`src/rtl/sr_readback_pkg.sv`:
```
// sr_readback_pkg: shared shift-register definitions used by the write-side
// controller and the readback block (FSM encodings, error counter width).
package sr_readback_pkg;
    localparam int ERR_W = 16;
    localparam logic [3:0] ST_IDLE  = 4'b0001;
    localparam logic [3:0] ST_SKIP  = 4'b0010;
    localparam logic [3:0] ST_SHIFT = 4'b0100;
    localparam logic [3:0] ST_DONE  = 4'b1000;
    function automatic logic [ERR_W-1:0] sat_inc(input logic [ERR_W-1:0] v);
        return &v ? v : v + 1'b1;
    endfunction
endpackage

```
`src/rtl/sr_readback.sv`:
```
// sr_readback: serially captures a shift-register readback into a parallel word,
// compares it with the word written earlier and counts mismatches.
module sr_readback
    import sr_readback_pkg::*;
#(
    parameter int DATA_WIDTH      = 170,
    parameter int CNT_WIDTH       = 8,
    parameter int SHIFT_DIRECTION = 1,
    parameter int SAMPLE_DELAY    = 2
) (
    input  logic                  clk,
    input  logic                  rst,
    input  logic                  start,
    input  logic                  sr_din,
    input  logic [DATA_WIDTH-1:0] expected,
    output logic [DATA_WIDTH-1:0] dout,
    output logic                  valid,
    output logic                  match,
    output logic                  busy,
    output logic [CNT_WIDTH-1:0]  bit_count,
    output logic [ERR_W-1:0]      err_count
);
    localparam int SKW = (SAMPLE_DELAY > 1) ? $clog2(SAMPLE_DELAY) : 1;
    localparam logic [SKW-1:0] SKIP_LAST = SKW'(SAMPLE_DELAY - 1);
    localparam logic [CNT_WIDTH-1:0] LAST_BIT = CNT_WIDTH'(DATA_WIDTH - 1);
    localparam logic [3:0] ST_FIRST = (SAMPLE_DELAY > 0) ? ST_SKIP : ST_SHIFT;

    if (DATA_WIDTH >= (1 << CNT_WIDTH)) begin : g_width_chk
        $error("sr_readback: DATA_WIDTH must be smaller than 2**CNT_WIDTH");
    end

    logic [3:0]            r_state;
    logic [SKW-1:0]        r_skip;
    logic [CNT_WIDTH-1:0]  r_bc;
    logic [DATA_WIDTH-1:0] r_cap;
    logic [DATA_WIDTH-1:0] r_exp;
    logic [DATA_WIDTH-1:0] r_dout;
    logic                  r_valid;
    logic                  r_match;
    logic [ERR_W-1:0]      r_err;
    logic [DATA_WIDTH-1:0] w_cap_next;
    logic                  w_eq;

    // Direction 1 puts the first bit in the MSB, direction 0 in the LSB.
    assign w_cap_next = (SHIFT_DIRECTION != 0) ? {r_cap[DATA_WIDTH-2:0], sr_din}
                                               : {sr_din, r_cap[DATA_WIDTH-1:1]};
    assign w_eq = (r_cap == r_exp);

    always_ff @(posedge clk or posedge rst) begin
        if (rst) begin
            r_state <= ST_IDLE;
            r_skip  <= '0;
            r_bc    <= '0;
            r_cap   <= '0;
            r_exp   <= '0;
            r_dout  <= '0;
            r_valid <= 1'b0;
            r_match <= 1'b0;
            r_err   <= '0;
        end else begin
            r_valid <= 1'b0;
            if (r_state == ST_IDLE) begin
                if (start) begin
                    r_exp   <= expected;
                    r_bc    <= '0;
                    r_skip  <= '0;
                    r_state <= ST_FIRST;
                end
            end else if (r_state == ST_SKIP) begin
                if (r_skip == SKIP_LAST) r_state <= ST_SHIFT;
                else r_skip <= r_skip + 1'b1;
            end else if (r_state == ST_SHIFT) begin
                r_cap <= w_cap_next;
                r_bc  <= r_bc + 1'b1;
                if (r_bc == LAST_BIT) r_state <= ST_DONE;
            end else if (r_state == ST_DONE) begin
                r_dout  <= r_cap;
                r_match <= w_eq;
                r_valid <= 1'b1;
                if (!w_eq) r_err <= sat_inc(r_err);
                r_state <= ST_IDLE;
            end else begin
                r_state <= ST_IDLE;
            end
        end
    end

    assign dout      = r_dout;
    assign valid     = r_valid;
    assign match     = r_match;
    assign busy      = (r_state != ST_IDLE);
    assign bit_count = r_bc;
    assign err_count = r_err;
endmodule

```
`config.mk`:
```
export PLATFORM = sky130hd
export DESIGN_NAME = sr_readback
export DESIGN_NICKNAME = d
export VERILOG_FILES = /design/src/rtl/sr_readback_pkg.sv /design/src/rtl/sr_readback.sv
export SDC_FILE = /design/constraint.sdc
export NUM_CORES = 1
export LEC_CHECK = 0
export BUFFER_PORTS_ARGS = -buffer_cell sky130_fd_sc_hd__clkbuf_2
export CORE_UTILIZATION = 53
export CTS_BUF_LIST = sky130_fd_sc_hd__clkbuf_8
export CTS_CLUSTER_DIAMETER = 80
export DETAILED_ROUTE_END_ITERATION = 10
export HOLD_SLACK_MARGIN = 0.1
export PLACE_DENSITY = 0.79
export SLEW_MARGIN = 20
export SYNTH_ARGS = -nofsm -noshare
export SYNTH_HDL_FRONTEND = slang
export SYNTH_SLANG_ARGS = --single-unit
```
`constraint.sdc`:
```
create_clock -name clk -period 14.75 [get_ports clk]
set_input_delay 0.7375 -clock clk [delete_from_list [all_inputs] [get_ports clk]]
set_output_delay 0.7375 -clock clk [all_outputs]
set_load 0.05 [all_outputs]
```
# --- Word-level counts from Yosys, hierarchy flattened ---
# Cells that the tools add are included.
classes:
  addsub: 3
  n_reduce_logical: 10
  n_div: 0
  multipliers: 0
  magnitude_cmp: 0
  bitwise: 5
  n_mux: 18
  shifts: 0
  eq_ne: 11
ops:
  columns: ["cell", "count"]
  rows:
  - ["== test 170 bit", 1]
  - ["two-way mux 8 bit", 4]
  - ["two-way mux 4 bit", 6]
  - ["adder 16 x 1 -> 16 bit (second input constant)", 1]
  - ["AND reduction 16 bit", 1]
  - ["AND reduction 3 bit", 3]
  - ["adder 8 x 1 -> 8 bit (second input constant)", 1]
  - ["== test 8 bit (second input constant)", 1]
  - ["two-way mux 1 bit", 8]
  - ["AND reduction 6 bit", 1]
  - ["NOT 1 bit", 5]
  - ["== test 4 x 1 -> 1 bit (second input constant)", 1]
  - ["== test 4 x 2 -> 1 bit (second input constant)", 1]
  - ["== test 4 x 3 -> 1 bit (second input constant)", 1]
  - ["== test 4 bit (second input constant)", 1]
  - ["!= test 2 bit (second input constant)", 2]
  - ["!= test 4 x 1 -> 1 bit (second input constant)", 1]
  - ["!= test 4 x 3 -> 1 bit (second input constant)", 1]
  - ["AND reduction 2 bit", 2]
  - ["AND reduction 4 bit", 1]
  - ["nonzero test 2 bit", 2]
  - ["!= test 3 bit (second input constant)", 1]
  - ["adder 1 bit (second input constant)", 1]
totals:
  inputBits: 174
  elab_cells: 56
  ff_bits: 541
  latch_bits: 0
  mem_bits_rw: 0
  rom_bits: 0
  memories: 0

# --- Longest topological paths before layout ---
logic_depth:
  depth_word: 5
  ltp_mapped: 8

# --- Worst setup path after synthesis ---
# Ideal clock, no wire load.
synth_path:
  kind: "register to register"
  start: "register r_err[5] (netlist: err_count[5])"
  end: "register r_err[9] (netlist: err_count[9])"
  setup_slack_ns: 12.428
  stages_incl_launch_ff: 9
  t_arrival_ns: 2.176
  synth_period_minus_slack_ns: 2.322
  required_ns: 14.604
  cell_sequence: "dfrtp_1 -> and4_1 -> nand4_1 -> nor3_1 -> nand4_1 -> nand2_1 -> clkbuf_1 -> nor3_1 -> xor2_1"
synth_via:
  elab_chain_len: 3
synth_rtl:
  columns: ["item", "line", "rtl"]
  rows:
  - ["from (decl)", "sr_readback.sv:40", "logic [ERR_W-1:0] r_err;"]
  - ["from (signal assigned)", "sr_readback.sv:80", "if (!w_eq) r_err <= sat_inc(r_err);"]
  - ["branches (longest 3 deep; another with adder 16 x 1 -> 16 bit)", null, null]
# Parallel ways; which one is timed is not known.
# A chain may end at the register's enable or synchronous reset.

# --- Worst setup path in the final report ---
layout_path:
  start: "register r_cap[38]"
  end: "register r_err[1] (netlist: err_count[1])"
layout_via:
  elab_chain_len: 3
layout_rtl:
  columns: ["item", "line", "rtl"]
  rows:
  - ["from (decl)", "sr_readback.sv:35", "logic [DATA_WIDTH-1:0] r_cap;"]
  - ["from (signal assigned)", "sr_readback.sv:73", "r_cap <= w_cap_next;"]
  - ["== test 170 bit", "sr_readback.sv:47", "assign w_eq = (r_cap == r_exp);"]
  - ["NOT 1 bit (no line)", null, null]
  - ["AND reduction 6 bit (no line)", null, null]
# No other way between the ends.

==> impl_metrics.py <==
metrics = {
    "synthesis": {
        "syn-num-nets": 1995,
        "synthAdderAreaFrac": 0.00169,
        "yosysSeqAreaShare": 0.609,
        "synth_edf_count": 0,
        "syn_inst": 1818,
        "ys_ff_latch": 541,
        "synth.largest_area_cell": "dfrtp_1",
        "synthMostInstantiatedCell": "dfrtp_1",
        "synth_area_per_cell_um2": 12.2,
        "synthMuxAreaShare": 0.173,
        "synthFlopType": "dfrtp_1",
        "yosysUniqueCellTypes": 41,
        "synth_compound_area_frac": 0.00614,
        "synth.top_cells.by_area": "dfrtp_1 61%, mux2_2 17%, nand2_1 8.8%",
        "yosysWarnings": 0,
        "synthesis.area_mm2": 0.0222,
        "synth_xor_area_frac": 0.0718,
        "async_flop_share": 1.00,
        "synth_top_area_frac": 0.608,
        "synthSimpleGateAreaFrac": 0.121,
        "synth_common_cells": "540 x dfrtp_1, 519 x nand2_1, 338 x mux2_2",
        "synth_top_family_by_area": "multiplexers",
    },
    "routing": {
        "first_pass_iters": 11,
        "wire_per_inst_um": 22.1,
        "postRouteWirelength_mm": 62.2,
        "drt-initial-drc-count": 1482,
        "drcViolationCount": 17,
        "viasPerCell": 5.48,
        "ant_nets": 0,
        "vias": 15401,
    },
    "global_routing": {
        "grt_pass1_wl_mm": 93.1,
        "grt.total_usage": 0.296,
        "grt_max_degree": 180,
        "antenna_found_initial": 4,
        "grt-ovfl-total": 0,
        "grt_pass1_vias": 15541,
    },
    "critical_path": {
        "path_delay_family": "simple AND/OR/NAND/NOR gates",
        "cp.depth": 6,
        "rr_worst_depth": 6,
        "slowest_stage": "nor4_4",
        "cp_cell_sequence": "xor2_1, nor4_1, nand4_1, nor4_4, or2_1, mux2_1",
        "critical_path_arrival_ns": 4.04,
        "cp_max_fo": 16,
        "crit_buf_inv": 0,
        "cp_slowest_stage_delay_ns": 0.95,
        "worstSetupPathType": "flop to flop",
        "critPathLaunchType": "flop",
        "crit_required_ns": 15.28,
        "crit_path_end_kind": "flop",
    },
    "clocking": {
        "numCtsBuffers": 88,
        "cts_resized": 0,
        "clockBufferDepth": 3,
        "clock_sinks": 541,
        "clk_latency_ns": 0.66,
        "cts_hold_buf": 0,
        "postCtsSetupBuffers": 0,
        "cts_tree": "yes",
        "clockRootBuffer": "clkbuf_8",
        "path_clk_slew_ns": 0.07,
        "cts-htree-levels": 3,
    },
    "finish": {
        "final_util": 0.642,
        "area.growth.synth_to_final_pct": 18.9,
        "drive_above_1_share": 0.377,
        "layout.nets": 2385,
    },
    "min_path": {
        "hp-class": "input port to asynchronous set/reset pin",
    },
    "timing": {
        "fin_skew_ns": 0.0320,
        "finalCriticalPeriod_ns": 3.51,
        "grt_setup_unrepaired": "false",
        "slew_violations": 0,
        "setup_tns_ns": 0,
        "worst_pin_slew_ns": 1.15,
        "fmax_ghz": 0.285,
        "maxSlewHeadroom": 0.234,
        "hold_viol": 0,
        "hold_slack_ns": 0.310,
        "setup_viol": 0,
        "fin_crit_sh": 0.238,
    },
    "run_status": {
        "violations": "design-rule violations",
        "status": "complete, but fails checks",
    },
    "floorplan": {
        "die_w_um": 207,
        "die_y_um": 207,
        "dieArea_mm2": 0.0427,
        "core.rowCount": 74,
        "num_io_pins": 371,
        "core_mm2": 0.0411,
        "start_util": 0.540,
    },
    "place": {
        "port-buffer-count": 370,
        "place_congestion": 0.841,
        "hpwlAfterDp_mm": 44.0,
    },
    "pwr": {
        "totalPowerFinal_mw": 4.12,
        "p_leak_nw": 13.5,
        "vdd_drop_max_mv": 0.208,
        "powerDensity_mw_per_mm2": 156,
    },
    "job": {
        "cap_violations": 0,
    },
}
==> cells by family (layout without fill, tap and decap cells) <==
| kind of cell | Yosys count | after routing |
|---|---|---|
| fa+ha+maj | 3 | 3 |
| buf+inv | 91 | 551 |
| flops | 541 | 541 |
| xor+xnor | 182 | 182 |
| mux | 341 | 341 |
| other cells | 0 | 2 |
| compound gates | 22 | 22 |
| simple gates | 638 | 638 |
==> state kept, by name, indices dropped and copies added (netlist names) <==
name       flops
bit_count      8
dout         170
err_count     16
match          1
r_cap        170
r_exp        170
r_skip         1
r_state        4
valid          1
==> worst paths after layout <==
check / from / to / slack, ns
setup / recovery: r_cap[38] / err_count[1] / 11.24
hold / removal: rst / dout[24] / 0.31
setup reg to reg: r_cap[38] / err_count[1] / 11.24
hold reg to reg: err_count[8] / err_count[8] / 0.48
max in group asynchronous: rst / r_exp[166] / 11.42
min in group clk: expected[120] / r_exp[120] / 0.31
==> cell usage in the layout (no fill, tap or decap), types with 3 or more instances in the layout <==
master,n
dfrtp_1,540
nand2_1,519
clkbuf_2,370
mux2_2,338
xnor2_1,147
clkbuf_8,112
nand4_1,46
inv_1,39
xor2_1,35
nor4_1,17
nor3_1,10
o21ai_0,9
nor2_1,9
clkinv_2,8
nor2b_1,7
buf_4,7
o22ai_1,4
a21oi_1,4
nand3_1,4
and3_1,3
nand2b_1,3
nand3b_1,3
ha_1,3
inv_6,3
bufinv_16,3
buf_6,3
==> per-stage QoR <==
step / std cells / instance area, um2 / setup slack, ns
4_1_cts: 2809 / 26400 / 11.02
5_1_grt: 2812 / 26400 / 10.87
6_report: 2812 / 26400 / 11.24
2_1_floorplan: 1818 / 22200 / 6.66
3_3_place_gp: 2649 / 24500 / 10.39
3_5_place_dp: 2649 / 24500 / 10.31
==> power by group <==
group          switching, mW  internal, mW  total [mW]
combinational          0.434         0.430       0.864
clock                  0.598         0.737        1.33
sequential             0.186          1.73        1.92
total                   1.22          2.90        4.12
==> metal layers <==
| metal | GRT usage | part of all wire | vias up | wire length [um] |
|---|---|---|---|---|
| li1 | - | - | 6842 | - |
| met1 | 0.404 | 0.42 | 7873 | 26100 |
| met2 | 0.465 | 0.48 | 575 | 29700 |
| met3 | 0.0642 | 0.066 | 107 | 4130 |
| met4 | 0.118 | 0.035 | 4 | 2190 |
| met5 | 0 | 0.00035 | - | 22 |
==> final cells by class <==
cell class / instances / area (um2)
Antenna cell: 2 / 5.00
Clock buffer: 112 / 1540
Clock inverter: 48 / 295
Fill cell: 3169 / 14700
Inverter: 8 / 33.8
Multi-Input combinational cell: 1186 / 8320
Sequential cell: 541 / 13500
Tap cell: 532 / 666
Timing Repair Buffer: 383 / 2010
Power figures use the tool's default switching activity.
